**src/rtl/board_stream_tx.sv**
```systemverilog
// Transmit side of the board link: captures a Game of Life board on start and
// streams it out byte by byte (LSB byte first), optionally behind a header byte.
module board_stream_tx #(
    parameter int         BOARD_BITS  = 256,
    parameter int         HEADER_EN   = 1,
    parameter logic [7:0] HEADER_BYTE = 8'hA5,
    parameter int         FRAME_CNT_W = 16
) (
    input  logic                   clk,
    input  logic                   reset,
    input  logic                   start,
    input  logic [BOARD_BITS-1:0]  board_in,
    output logic                   tx_valid,
    input  logic                   tx_ready,
    output logic [7:0]             tx_data,
    output logic                   busy,
    output logic                   done,
    output logic [FRAME_CNT_W-1:0] frame_count
);

    localparam int NUM_BYTES = BOARD_BITS / 8;
    localparam int IDX_W     = (NUM_BYTES > 1) ? $clog2(NUM_BYTES) : 1;
    localparam logic [IDX_W-1:0] LAST_IDX = IDX_W'(NUM_BYTES - 1);

    typedef enum logic [1:0] {
        IDLE = 2'd0,
        HDR  = 2'd1,
        DATA = 2'd2,
        FIN  = 2'd3
    } state_t;

    state_t                state, state_nxt;
    logic [BOARD_BITS-1:0] shadow;
    logic [IDX_W-1:0]      idx;

    always_ff @(posedge clk or posedge reset) begin
        if (reset) begin
            state <= IDLE;
        end else begin
            state <= state_nxt;
        end
    end

    // Outputs decode straight from the registered state, so the first byte
    // appears one cycle after the start edge and holds while stalled.
    always_comb begin
        state_nxt = state;
        tx_valid  = 1'b0;
        tx_data   = 8'h00;
        busy      = 1'b0;
        done      = 1'b0;
        case (state)
            IDLE: begin
                if (start) begin
                    state_nxt = (HEADER_EN != 0) ? HDR : DATA;
                end
            end
            HDR: begin
                tx_valid = 1'b1;
                busy     = 1'b1;
                tx_data  = HEADER_BYTE;
                if (tx_ready) begin
                    state_nxt = DATA;
                end
            end
            DATA: begin
                tx_valid = 1'b1;
                busy     = 1'b1;
                tx_data  = shadow[8*idx +: 8];
                if (tx_ready && (idx == LAST_IDX)) begin
                    state_nxt = FIN;
                end
            end
            FIN: begin
                done      = 1'b1;
                state_nxt = IDLE;
            end
            default: state_nxt = IDLE;
        endcase
    end

    // The frame counter advances on the final handshake so the new value is
    // already visible during the done cycle.
    always_ff @(posedge clk or posedge reset) begin
        if (reset) begin
            shadow      <= '0;
            idx         <= '0;
            frame_count <= '0;
        end else if ((state == IDLE) && start) begin
            shadow <= board_in;
            idx    <= '0;
        end else if ((state == DATA) && tx_ready) begin
            if (idx != LAST_IDX) begin
                idx <= idx + 1'b1;
            end else begin
                frame_count <= frame_count + 1'b1;
            end
        end
    end

endmodule

```
**config.mk**
```make
export PLATFORM = sky130hd
export DESIGN_NAME = board_stream_tx
export DESIGN_NICKNAME = d
export VERILOG_FILES = /design/src/rtl/board_stream_tx.sv
export SDC_FILE = /design/constraint.sdc
export NUM_CORES = 1
export LEC_CHECK = 0
export ABC_AREA = 1
export CAP_MARGIN = 30
export CORE_UTILIZATION = 51
export DETAILED_ROUTE_END_ITERATION = 8
export PLACE_DENSITY = 0.8
export SLEW_MARGIN = 20
export SYNTH_ARGS = -nofsm -noshare
export SYNTH_HDL_FRONTEND = slang
export SYNTH_SLANG_ARGS = --single-unit
```
**constraint.sdc**
```tcl
create_clock -name clk -period 9.75 [get_ports clk]
set_clock_uncertainty 0.1 [all_clocks]
set_input_delay 0.975 -clock clk [delete_from_list [all_inputs] [get_ports clk]]
set_output_delay 0.975 -clock clk [all_outputs]
set_load 0.05 [all_outputs]
```
; ---- Word-level counts from Yosys, hierarchy flattened
; Cells that the tools add are included.
[op_classes]
bitwise = 2
muxes = 10
add_sub_neg = 2
n_reduce_logical = 10
n_shift = 1
eq_ne = 8
[op_table]
columns = cell, count
row1 = $shiftx 256x9->8, 1
row2 = $add 16x1->16 const B, 1
row3 = $pmux 8 s2, 1
row4 = $mux 5, 3
row5 = $pmux 2 s4, 1
row6 = $mux 2, 3
row7 = $ne 2x2->1 const B, 3
row8 = $reduce_and 3->1, 2
row9 = $add 5x1->5 const B, 1
row10 = $eq 5x5->1 const B, 1
row11 = $ne 5x5->1 const B, 1
row12 = $eq 2x2->1 const B, 2
row13 = $reduce_bool 2->1, 2
row14 = $logic_and 1x1->1, 3
row15 = $eq 2x1->1 const B, 1
row16 = $logic_not 2->1, 1
row17 = $mux 1, 2
row18 = $not 1->1, 2
row19 = $reduce_and 2->1, 1
row20 = $reduce_or 2->1, 1
[word_totals]
wordCells = 37
out_inout_bits = 27
regBits = 279
in_bits = 260

; ---- Depth between registers and ports, before layout
[depth]
depth_word = 4
mapped_depth = 12
depth_no_buf = 11

; ---- Worst setup path after synthesis
; Ideal clock, no wire load.
[synth_path]
kind = register -> output
startpoint = reg idx[0]
endpoint = out tx_data[0]
path_slack_ps = 6690
path_stages_with_launch = 12
path_buffers = 2
t_required_ps = 8675
arrival_ps = 1985
path_cell_list = dfrtp_1 > inv_2 > buf_2 > buf_2 > nand2_1 > nand3_1 > nand2_1 > nand2_1 > nand3_1 > nand3_1 > nand3_1 > a21oi_1
[synth_via]
elab_chain_len = 2
[synth_rtl]
columns = item, line
row1 = from (decl), 34  ; logic [IDX_W-1:0] idx;
row2 = from (signal assigned), 94  ; idx <= idx + 1'b1;
row3 = $shiftx 256x9->8, 69  ; tx_data = shadow[8*idx +: 8];
row4 = $pmux 8 s2, 52  ; case (state)
row5 = to (decl), 15  ; output logic [7:0] tx_data,
; Every way passes these cells.

; ---- Worst setup path after layout
[layout_path]
startpoint = reg idx[0]
endpoint = out tx_data[3]
; The elaborated chain is that of the path after synthesis.

==> results.txt <==
worst hold margin: 379 ps
unrepaired setup endpoints after global routing: false
Core Region: 25400 µm²
clock buffer depth: 3
Period minus WS final: 5460 ps
gr usage total: 0.289
maximum fanout along the worst path: 77
crit start category: flop
Critical Path, Cell by Cell: inv_4 -> buf_4 -> nand2_1 -> nand3_1 -> nand2_1 -> a21oi_1 -> o31ai_1 -> nand3_1 -> nand2_1 -> nor2_1 -> clkdlybuf4s50_1
Hold/Removal Path Class: flop to flop
highest attainable clock frequency: 183 MHz
final HPWL from detailed placement: 25400 µm
leftover overflow at the end of global routing: 0
fin crit share: 0.560
number of distinct library cell variants in the gate-level netlist after synthesis: 29
CTS Hold Bufs: 0
number of max-slew violations in the final report: 0
count of state elements after synthesis: 279
Gates resized, CTS repair: 0
starting density of the core: 0.523
DRC marker count from the first detailed-route iteration: 1266
most used cell along the critical path: sky130_fd_sc_hd__nand2_1
routed vias/inst: 5.30
Worst slew margin: 0.394
post-route design area: 17200 µm²
htree depth: 1
number of vias in the routed layout: 12500
die width: 163 µm
mean instance size in the synthesized netlist: 7.42 µm²
layout-stage area growth over the synthesis result: 29.1%
CP max stage cell: sky130_fd_sc_hd__clkdlybuf4s50_1
y dimension of the die: 163 µm
critical path arrival: 4380 ps
number of nets with antenna violations after detailed routing: 0
sequential area share after synthesis: 0.525
kind of critical path: flop to output pin
CTS tree: built
critical path endpoint category: output pin
TritonRoute pass-1 iters: 5
number of nets in the finished design: 2276
instance count of the mapped netlist: 1793
Cell Area, Synth: 13300 µm²
synthesized net count: 2060
crit path buf inv count: 3
Slew @ Worst Pin: 909 ps
leakage dissipation: 8.68 nW
Num Clock Sinks: 279
worst vdd ir: 0.150 mV
average detailed-routed wire length per instance: 16.2 µm
Setup Fix Bufs, Post-CTS: 0
clock insertion delay at the later pin of the skew report: 540 ps
Placed Area: 16200 µm²
Final setup viols: 0
CP Data Required Time: 8680 ps
vias in the first global route: 12100
Die Footprint: 26700 µm²
Register-to-Register Setup Slack: 6260 ps
clock transition at the register clock pins on the worst setup and hold paths after CTS: 60 ps
highest cell delay on the worst timing path: 870 ps
final sum of negative setup slack: 0 ps
post-route DRC violation count: 0
status: finished, final reports clean
proportion of layout cells with a drive suffix above 1: 0.0331
floorplan row count: 58
Clk Tree Root Cell: sky130_fd_sc_hd__clkbuf_16
number of max-cap violations: 0
number of warnings reported in the yosys synthesis log: 0
largest net degree at the start of global routing: 166
total power divided by cell area: 284 nW/µm²
final weighted congestion in routability-driven placement: 0.868
# IOs: 287
first-pass GRT wire length: 61200 µm
count of port buffers added during placement: 286
number of hold violations in the final report: 0
Filler cells: 2110
cell class contributing the biggest share of worst-path delay: buffers and inverters
number of antenna violations at the first check in global routing: 1
final wirelength: 38200 µm
number of buffers inserted during clock tree synthesis: 29
-- cell usage in the layout, fill, tap and decap left out, drive strengths merged --
cell type         n
xnor2             3
a21oi            25
clkdlybuf4s50   286
nand3           127
nor2             71
clkinv            9
inv              26
nor3              5
ha                7
o221ai            8
nand2          1047
o22ai             1
dfrtp           279
o21ai            48
bufinv            3
diode             1
o211ai            7
buf              11
xor2             12
clkbuf           38
nand4             5
o31ai             8
-- cell usage after synthesis, drive strengths merged --
master | number | area share
a21oi | 25 | 0.0094
buf | 69 | 0.026
clkbuf | 43 | 0.012
clkinv | 2 | 0.00056
dfrtp | 279 | 0.53
ha | 7 | 0.0066
inv | 26 | 0.0073
nand2 | 1047 | 0.30
nand3 | 127 | 0.048
nand4 | 5 | 0.0035
nor2 | 71 | 0.020
nor3 | 5 | 0.0031
o211ai | 7 | 0.0040
o21ai | 48 | 0.018
o221ai | 8 | 0.0053
o22ai | 1 | 0.00047
o31ai | 8 | 0.0045
xnor2 | 3 | 0.0020
xor2 | 12 | 0.0079
-- per-stage QoR --
stage / utilization / std cells / setup WS, ps / power (mW)
floorplan: - / 1793 / 981 / 3.20
global placement: 0.637 / 2306 / 4920 / 3.70
detailed placement: 0.638 / 2307 / 4890 / 3.75
CTS: 0.674 / 2355 / 4290 / 4.88
global route: 0.676 / 2357 / 3960 / 5.24
finish: 0.676 / 2357 / 4290 / 4.87
-- where the power goes --
| group | switching [mW] | leakage [nW] | internal [mW] | total [mW] |
|---|---|---|---|---|
| clock | 0.449 | 0.462 | 0.648 | 1.10 |
| combinational | 1.13 | 4.73 | 0.650 | 1.78 |
| sequential | 0.338 | 3.49 | 1.66 | 2.00 |
| total | 1.92 | 8.68 | 2.96 | 4.87 |
-- cell families (layout without fill, tap and decap cells) --
| group | Yosys count | in the layout | share of synthesized area |
|---|---|---|---|
| other | 0 | 1 | 0 |
| adder cells (fa/ha/maj) | 7 | 7 | 0.00659 |
| AND/OR/NAND/NOR | 1255 | 1255 | 0.371 |
| flip-flops | 279 | 279 | 0.525 |
| AO/OA/AOI/OAI | 97 | 97 | 0.0417 |
| XOR/XNOR | 15 | 15 | 0.00988 |
| buffers and inverters | 140 | 373 | 0.0460 |
-- path summary, 6_finish.rpt --
check,start,end,cells after the start
setup / recovery,idx[0]$_DFFE_PP0P_,tx_data[3],11
hold / removal,shadow[74]$_DFFE_PP0N_,shadow[74]$_DFFE_PP0N_,2
setup reg to reg,state[0]$_DFFE_PP0P_,shadow[212]$_DFFE_PP0N_,7
hold reg to reg,shadow[74]$_DFFE_PP0N_,shadow[74]$_DFFE_PP0N_,2
max in group asynchronous,reset,shadow[57]$_DFFE_PP0N_,3
min in group asynchronous,reset,shadow[162]$_DFFE_PP0N_,2
-- layout make-up --
class | count | area, µm² | share of cell area
sequential | 279 | 6990 | 0.407
multi-input combinational | 1374 | 5710 | 0.333
timing repair buffer | 297 | 3000 | 0.175
clock buffer | 38 | 800 | 0.0466
tap | 330 | 413 | 0.0241
clock inverter | 10 | 125 | 0.00729
inverter | 28 | 123 | 0.00715
antenna | 1 | 2.50 | 0.000146
-- sequential cells by signal (all words and copies together) (netlist names) --
| signal | count |
|---|---|
| state | 2 |
| idx | 5 |
| shadow | 256 |
| frame_count | 16 |
-- worst register-to-register path, stage by stage, from the launching register on --
cell and delay (ps):
sky130_fd_sc_hd__dfrtp_1 400, sky130_fd_sc_hd__inv_1 110, sky130_fd_sc_hd__ha_1 250, sky130_fd_sc_hd__nand2_4 470, sky130_fd_sc_hd__inv_8 890, sky130_fd_sc_hd__buf_4 850
sky130_fd_sc_hd__nand2_1 240, sky130_fd_sc_hd__nand2_1 110
-- per-layer routing --
metal  wire length [µm]  global-route usage  vias to the layer above
met5                  0                   0                        -
met3               3060              0.0536                       94
met1              16400               0.398                     5871
met4               1320               0.105                        0
li1                   -                   -                     5998
met2              17400               0.458                      531
(Power assumes the default switching activity.)
